===== src/rtl/fpadd_seq_driver.sv =====
// ---------------------------------------------------------------------------
// fpadd_seq_driver
//
// Initiator for the FPADD half-precision adder's serial operand protocol.
// It accepts an operand pair {A,B} on a valid/ready input and sends it to the
// adder over two cycles: a St strobe with A on FPinput, then B on FPinput.
// It then waits for the adder's done flag, captures FPsum/ovf/unf and presents
// them on a valid/ready result output. Only one operation is in flight.
//
// Optional feature (compile-time macro FPDRV_TIMEOUT_EN):
//   When defined, a WAIT watchdog aborts after TIMEOUT_CYCLES cycles without
//   done and returns a quiet-NaN result (16'h7E00) flagged with res_tmo=1.
//   When undefined, WAIT holds until done and res_tmo is tied to 0.
//
// Parameters:
//   TIMEOUT_CYCLES  WAIT cycles before abort (timeout build only)
//   TO_W            timeout counter width, 2**TO_W > TIMEOUT_CYCLES
//
// Ports:
//   CLK, RST_N                  clock, asynchronous active-low reset
//   op_valid/op_ready           operand handshake
//   op_a, op_b                  operands (A is sent first)
//   St, FPinput                 start strobe and operand bus to FPADD
//   done, ovf, unf, FPsum       FPADD status and result
//   res_valid/res_ready         result handshake
//   res_sum, res_ovf, res_unf   captured adder result
//   res_tmo                     result is a timeout abort
//   busy                        high in every state except IDLE
//
// FPADD itself has no reset: RST_N must be held low for at least 64 CLK so
// the adder has drained back to its idle state before new traffic.
// ---------------------------------------------------------------------------
module fpadd_seq_driver #(
    parameter int TIMEOUT_CYCLES = 64,
    parameter int TO_W           = 7
) (
    input  logic        CLK,
    input  logic        RST_N,
    input  logic        op_valid,
    output logic        op_ready,
    input  logic [15:0] op_a,
    input  logic [15:0] op_b,
    output logic        St,
    output logic [15:0] FPinput,
    input  logic        done,
    input  logic        ovf,
    input  logic        unf,
    input  logic [15:0] FPsum,
    output logic        res_valid,
    input  logic        res_ready,
    output logic [15:0] res_sum,
    output logic        res_ovf,
    output logic        res_unf,
    output logic        res_tmo,
    output logic        busy
);

    typedef enum logic [2:0] {
        IDLE,
        SEND_A,
        SEND_B,
        WAIT,
        HOLD
    } state_t;

    state_t      state;
    logic [15:0] b_lat;

    // Elaboration-time guard: the watchdog counter must be able to reach
    // TIMEOUT_CYCLES-1 without wrapping.
    generate
        if ((2 ** TO_W) <= TIMEOUT_CYCLES) begin : g_bad_to_w
            $error("fpadd_seq_driver: TO_W too narrow for TIMEOUT_CYCLES");
        end
    endgenerate

`ifdef FPDRV_TIMEOUT_EN
    localparam logic [TO_W-1:0] TO_LAST = TO_W'(TIMEOUT_CYCLES - 1);
    logic [TO_W-1:0] to_cnt;
`else
    assign res_tmo = 1'b0;
`endif

    // In HOLD res_valid is always set, so the result handshake reduces to
    // res_ready and a new pair can be taken in that same cycle.
    assign op_ready = (state == IDLE) || ((state == HOLD) && res_ready);

    always_ff @(posedge CLK or negedge RST_N) begin
        if (!RST_N) begin
            state     <= IDLE;
            b_lat     <= '0;
            St        <= 1'b0;
            FPinput   <= '0;
            res_valid <= 1'b0;
            res_sum   <= '0;
            res_ovf   <= 1'b0;
            res_unf   <= 1'b0;
            busy      <= 1'b0;
`ifdef FPDRV_TIMEOUT_EN
            res_tmo   <= 1'b0;
            to_cnt    <= '0;
`endif
        end else begin
            case (state)
                IDLE: begin
                    if (op_valid) begin
                        b_lat   <= op_b;
                        FPinput <= op_a;
                        St      <= 1'b1;
                        busy    <= 1'b1;
                        state   <= SEND_A;
                    end
                end

                // FPADD samples A (and clears its done) on the edge ending this state.
                SEND_A: begin
                    St      <= 1'b0;
                    FPinput <= b_lat;
                    state   <= SEND_B;
                end

                SEND_B: begin
`ifdef FPDRV_TIMEOUT_EN
                    to_cnt <= '0;
`endif
                    state  <= WAIT;
                end

                // done is only looked at here, so a stale done left over in
                // IDLE/HOLD from an earlier operation has no effect.
                WAIT: begin
                    if (done) begin
                        res_sum   <= FPsum;
                        res_ovf   <= ovf;
                        res_unf   <= unf;
                        res_valid <= 1'b1;
`ifdef FPDRV_TIMEOUT_EN
                        res_tmo   <= 1'b0;
`endif
                        state     <= HOLD;
                    end
`ifdef FPDRV_TIMEOUT_EN
                    else if (to_cnt == TO_LAST) begin
                        res_sum   <= 16'h7E00;
                        res_ovf   <= 1'b0;
                        res_unf   <= 1'b0;
                        res_tmo   <= 1'b1;
                        res_valid <= 1'b1;
                        state     <= HOLD;
                    end else begin
                        to_cnt <= to_cnt + 1'b1;
                    end
`endif
                end

                HOLD: begin
                    if (res_ready) begin
                        res_valid <= 1'b0;
                        if (op_valid) begin
                            // Back-to-back: skip IDLE and start the next pair now.
                            b_lat   <= op_b;
                            FPinput <= op_a;
                            St      <= 1'b1;
                            state   <= SEND_A;
                        end else begin
                            busy  <= 1'b0;
                            state <= IDLE;
                        end
                    end
                end

                default: begin
                    St    <= 1'b0;
                    busy  <= 1'b0;
                    state <= IDLE;
                end
            endcase
        end
    end

endmodule


===== config.mk =====
export PLATFORM = sky130hd
export DESIGN_NAME = fpadd_seq_driver
export DESIGN_NICKNAME = d
export VERILOG_FILES = /design/src/rtl/fpadd_seq_driver.sv
export SDC_FILE = /design/constraint.sdc
export NUM_CORES = 1
export LEC_CHECK = 0
export BUFFER_PORTS_ARGS = -buffer_cell sky130_fd_sc_hd__buf_2
export CORE_MARGIN = 3
export CORE_UTILIZATION = 46
export CTS_BUF_LIST = sky130_fd_sc_hd__clkbuf_4
export DETAILED_ROUTE_END_ITERATION = 10
export PLACE_DENSITY = 0.79
export RECOVER_POWER = 100
export SKIP_CTS_REPAIR_TIMING = 1
export SYNTH_ARGS = -nofsm -noshare
export SYNTH_HDL_FRONTEND = slang
export SYNTH_SLANG_ARGS = --single-unit

===== constraint.sdc =====
create_clock -name CLK -period 1.5 [get_ports CLK]
set_input_delay 0.15 -clock CLK [delete_from_list [all_inputs] [get_ports CLK]]
set_output_delay 0.15 -clock CLK [all_outputs]
set_load 0.005 [all_outputs]

# Word level (Yosys, flattened, before mapping)
# Cells that the tools add are included.
[totals]
register_bits = 56
wordCells = 55
[op_classes]
eq_ne = 8
n_mux = 21
bitwise = 2
n_reduce_logical = 15
[op_table]
columns = ["cell", "n"]
rows = [
  ["two-way mux 16 bit", 4],
  ["case mux 16 bit (3 select lines)", 1],
  ["case mux 16 bit (2 select lines)", 1],
  ["case mux 3 bit (5 select lines)", 1],
  ["two-way mux 3 bit", 3],
  ["two-way mux 1 bit", 8],
  ["inequality test 2 bit, second input constant", 4],
  ["AND reduction 2 bit", 4],
  ["equality test 3 x 2 -> 1 bit, second input constant", 2],
  ["case mux 1 bit (3 select lines)", 2],
  ["AND reduction 3 bit", 2],
  ["AND reduction 4 bit", 1],
  ["nonzero test 2 bit", 2],
  ["equality test 3 x 1 -> 1 bit, second input constant", 1],
  ["equality test 3 bit, second input constant", 1],
  ["zero test 3 bit", 1],
  ["nonzero test 3 bit", 1],
  ["OR reduction 3 bit", 1],
  ["NOT 1 bit", 2],
  ["case mux 1 bit (2 select lines)", 1],
  ["OR reduction 2 bit", 1],
  ["logical AND 1 bit", 1],
  ["logical OR 1 bit", 1],
]

# Depth between registers and ports, before layout
[depth]
word_depth = 4
ltp_mapped = 6
mapped_depth_nobuf = 3

# Least setup slack after synthesis
# Ideal clock, no wire load.
[synth_timing]
path_kind = "register to register"
startpoint = "register state[0]"
endpoint = "register FPinput[10]"
setup_time_ps = 125
t_arrival_ps = 1501
required_time_ps = 1375
slack_ps = -125
stages_incl_launch_ff = 6
cell_sequence = "dfrtp_1 -> buf_6 -> nand2b_4 -> a211oi_4 -> buf_8 -> mux2_2"
[synth_between]
elab_chain_cells = 3
elab_cells_between_ends = 7
classes_between = "3 x eq/ne; 1 x mux; 3 x reduce/logical"
[synth_rtl]
columns = ["item", "line_no", "rtl"]
rows = [
  ["start, declared", "66", "state_t state;"],
  ["start signal, assigned", "90", "state <= IDLE;"],
  ["start signal, assigned", "111", "state <= SEND_A;"],
  ["start signal, assigned", "119", "state <= SEND_B;"],
  ["equality test 3 bit (tied with other cells)", "104", "case (state)"],
  ["inequality test 2 bit (no source line) / nonzero test 3 bit (equally long branches)", "n/a", ""],
  ["AND reduction 2 bit (no source line)", "n/a", ""],
  ["end signal, assigned", "108", "FPinput <= op_a;"],
  ["end signal, assigned", "118", "FPinput <= b_lat;"],
  ["end signal, assigned", "162", "FPinput <= op_a;"],
  ["end, declared", "44", "output logic [15:0] FPinput,"],
]
# Parallel ways exist; a longest one is shown, timed or not.
# A chain may end at the register's enable or synchronous reset.

# Final worst setup path
[layout_timing]
startpoint = "register state[0]"
endpoint = "output op_ready"
[layout_between]
elab_chain_cells = 3
elab_cells_between_ends = 4
classes_between = "1 x eq/ne; 3 x reduce/logical"
[layout_rtl]
columns = ["item", "line_no", "rtl"]
rows = [
  ["equality test 3 bit", "86", "assign op_ready = (state == IDLE) || ((state == HOLD) && res_ready);"],
  ["logical AND 1 bit", "86", ""],
  ["logical OR 1 bit (*)", "86", ""],
  ["end, declared", "40", "output logic op_ready,"],
]
# Every way passes the cells marked *; elsewhere a longest branch is shown, timed or not.

==> results.yml <==
outcome:
  outcome: "finished, violations left"
  violations: "negative setup slack"
die:
  io_pins: 94
  coreArea_mm2: 0.00517
  die_h_um: 79.6
  dieArea_mm2: 0.00633
  die_w_um: 79.6
  start_util_pct: 48.1
  fp-row-count: 26
sta:
  setup_viol: 35
  finalCritPeriodShare_pct: 108
  worst_slack_ns: -0.125
  worst_pin_slew_ns: 0.765
  hold_viol: 0
  maxSlewViolCount: 0
  rsz0062_at_grt: "yes"
  layout_min_cycle_time_ns: 1.63
  whs_ns: 0.0226
  fin_skew_ns: 0.0157
  fmax_mhz: 615
  setup_tns_ns: -2.47
  maxSlewHeadroom_pct: 49.0
layout:
  multi_input_area_mm2: 0.00109
  n_antenna_cell: 0
  nets: 359
  drive_gt1_share_pct: 59.0
  area_delta_synth_final_pct: 46.5
  final-seq-area_mm2: 0.00140
  nFillCells: 380
grt:
  grt_pass1_wl_um: 8270
  grt_usage_pct: 16.9
  grt_max_degree: 57
  grt_pass1_vias: 1662
  grt_overflow: 0
  antenna_found_initial: 0
logic_synthesis:
  ys_types: 29
  synth_warnings: 0
  ys.flop_type: "dfrtp_1"
  synth_fp_nets: 215
  syn_inst: 160
  async_flop_share_pct: 100
  ys_seq_area_share_pct: 56.3
  avgSynthCellArea_um2: 15.6
  synth_edf_count: 0
  syn_area_mm2: 0.00249
  ys_ff_latch: 56
detailed_routing:
  routed-via-count: 1870
  ant_nets: 0
  post_drt_wl_per_cell_um: 15.6
  drt_first_pass_iters: 4
  routed_via_density: 4.99
  wl_met3_um: 271
  drt-total-wl_um: 5830
  top_layer: "met4"
  drt-initial-drc-count: 67
  wl_met2_um: 3090
  drc: 0
  drt-met1-wl_um: 2370
clock_network:
  tritoncts: "built"
  cts_sinks: 56
  clockRootBuffer: "clkbuf_4"
  clk_pin_slew_worst_paths_ns: 0.16
  htree_levels: 2
  insertion_delay_ns: 0.38
  clock_path_buffers: 2
  cts-buffers-inserted: 5
setup_path:
  r2r_slack_ns: -0.12
  critPathKind: "reg -> out"
  crit_buf_inv: 3
  cp.required_ns: 1.35
  cp_max_fo: 5
  crit_start: "state[0]"
  path_cells: "buf_4 -> nor2_4 -> buf_6 -> and2_1 -> buf_2"
  critical_path.top_delay_family: "flip-flops"
  setup.worst_path.end: "op_ready"
  r2r-end: "FPinput[1]"
  r2r_cells: 5
  critPathCaptureType: "output pin"
  crit_path_max_incr_delay_ns: 0.46
  arrival_ns: 1.48
  crit_slowest_cell: "dfrtp_2"
  cp.depth: 5
  startpoint_type: "register"
  r2r_start: "state[0]"
power_and_ir_drop:
  power.density_mw_per_mm2: 1970
  seqPwrFrac_pct: 38.1
  p_clk_share_pct: 11.5
  intPower_w: 0.00491
  peakVddDrop_mv: 0.928
  switching_share_pct: 31.5
  switchingPower_w: 0.00226
  p_comb_share_pct: 50.3
  leakage_nw: 1.72
min_path:
  hold_class: "in -> reg"
placement:
  place_congestion: 0.868
  dp_slack_ns: -0.0303
  place_hpwl_um: 3710
  port_buffers: 92
job:
  drv_cap: 0
-- metal layers --
metal / up-vias / global-route usage [%]
met1: 941 / 22.1
met5: - / 0
met3: 9 / 4.29
li1: 862 / -
met4: 0 / 5.50
met2: 58 / 27.5
-- Yosys cell counts (2+ instances only) --
library cell / number / area share, %
mux2_2: 63 / 29
dfrtp_1: 56 / 56
buf_6: 4 / 1.8
mux2_4: 3 / 1.8
nor2_1: 3 / 0.45
a21oi_1: 2 / 0.40
buf_4: 2 / 0.60
buf_8: 2 / 1.2
clkbuf_8: 2 / 1.1
inv_1: 2 / 0.30
nand2b_1: 2 / 0.50
nand3_4: 2 / 1.4
-- through the flow --
stage / power, W / utilization [%] / area (um^2) / instances
3_3_place_gp: 0.00570 / 59.4 / 3070 / 323
6_report: 0.00717 / 70.5 / 3650 / 375
4_1_cts: 0.00664 / 61.0 / 3150 / 331
3_5_place_dp: 0.00582 / 59.4 / 3070 / 323
5_1_grt: 0.00760 / 70.5 / 3650 / 375
2_1_floorplan: 0.00482 / - / 2520 / 160
-- cells by family after synthesis --
kind of cell / Yosys count / synth area share [%]
compound gates: 10 / 3.37
flops: 56 / 56.3
buf+inv: 12 / 5.03
other cells: 1 / 0.151
simple gates: 15 / 4.83
mux: 66 / 30.3
-- power groups by stage --
stage / sequential, W / combinational (W) / clock (W)
after floorplan: 0.00267 / 0.00215 / 0
after global placement: 0.00270 / 0.00300 / 0
after detailed placement: 0.00274 / 0.00308 / 0
after CTS: 0.00271 / 0.00309 / 0.000837
after global routing: 0.00284 / 0.00386 / 0.000905
final: 0.00273 / 0.00361 / 0.000826
-- worst min path at each step --
stage / start / end / slack, ns / cells after the start
floorplan: RST_N / FPinput[0] / -0.15 / 0
global placement: RST_N / res_sum[6] / 0.18 / 2
detailed placement: RST_N / res_valid / 0.17 / 2
CTS: RST_N / res_valid / -0.25 / 2
global route: op_b[4] / b_lat[4] / 0.002 / 2
finish: op_b[4] / b_lat[4] / 0.02 / 2
-- sequential cells by signal (all words and copies together) (netlist names) --
name       count
res_valid      1
res_ovf        1
busy           1
res_sum       16
state          3
res_unf        1
b_lat         16
FPinput       16
St             1
-- cell usage in the layout (no fill, tap or decap), types with 3 or more instances in the layout --
| cell type | netlist | layout |
|---|---|---|
| buf_4 | 2 | 10 |
| clkbuf_1 | 0 | 15 |
| nand3_4 | 2 | 5 |
| dfrtp_1 | 56 | 54 |
| nor2_1 | 3 | 3 |
| clkbuf_4 | 0 | 7 |
| mux2_2 | 63 | 44 |
| buf_12 | 0 | 3 |
| dlygate4sd3_1 | 0 | 34 |
| buf_2 | 0 | 76 |
| mux2_4 | 3 | 22 |
-- cell type report --
cell class | instances | area share, %
sequential | 56 | 38.5
multi-input combinational | 95 | 29.9
timing repair buffer | 144 | 26.8
tap | 70 | 2.40
clock buffer | 6 | 1.24
clock inverter | 2 | 0.961
inverter | 2 | 0.206
Note: power is estimated with default switching activity, not from simulation.
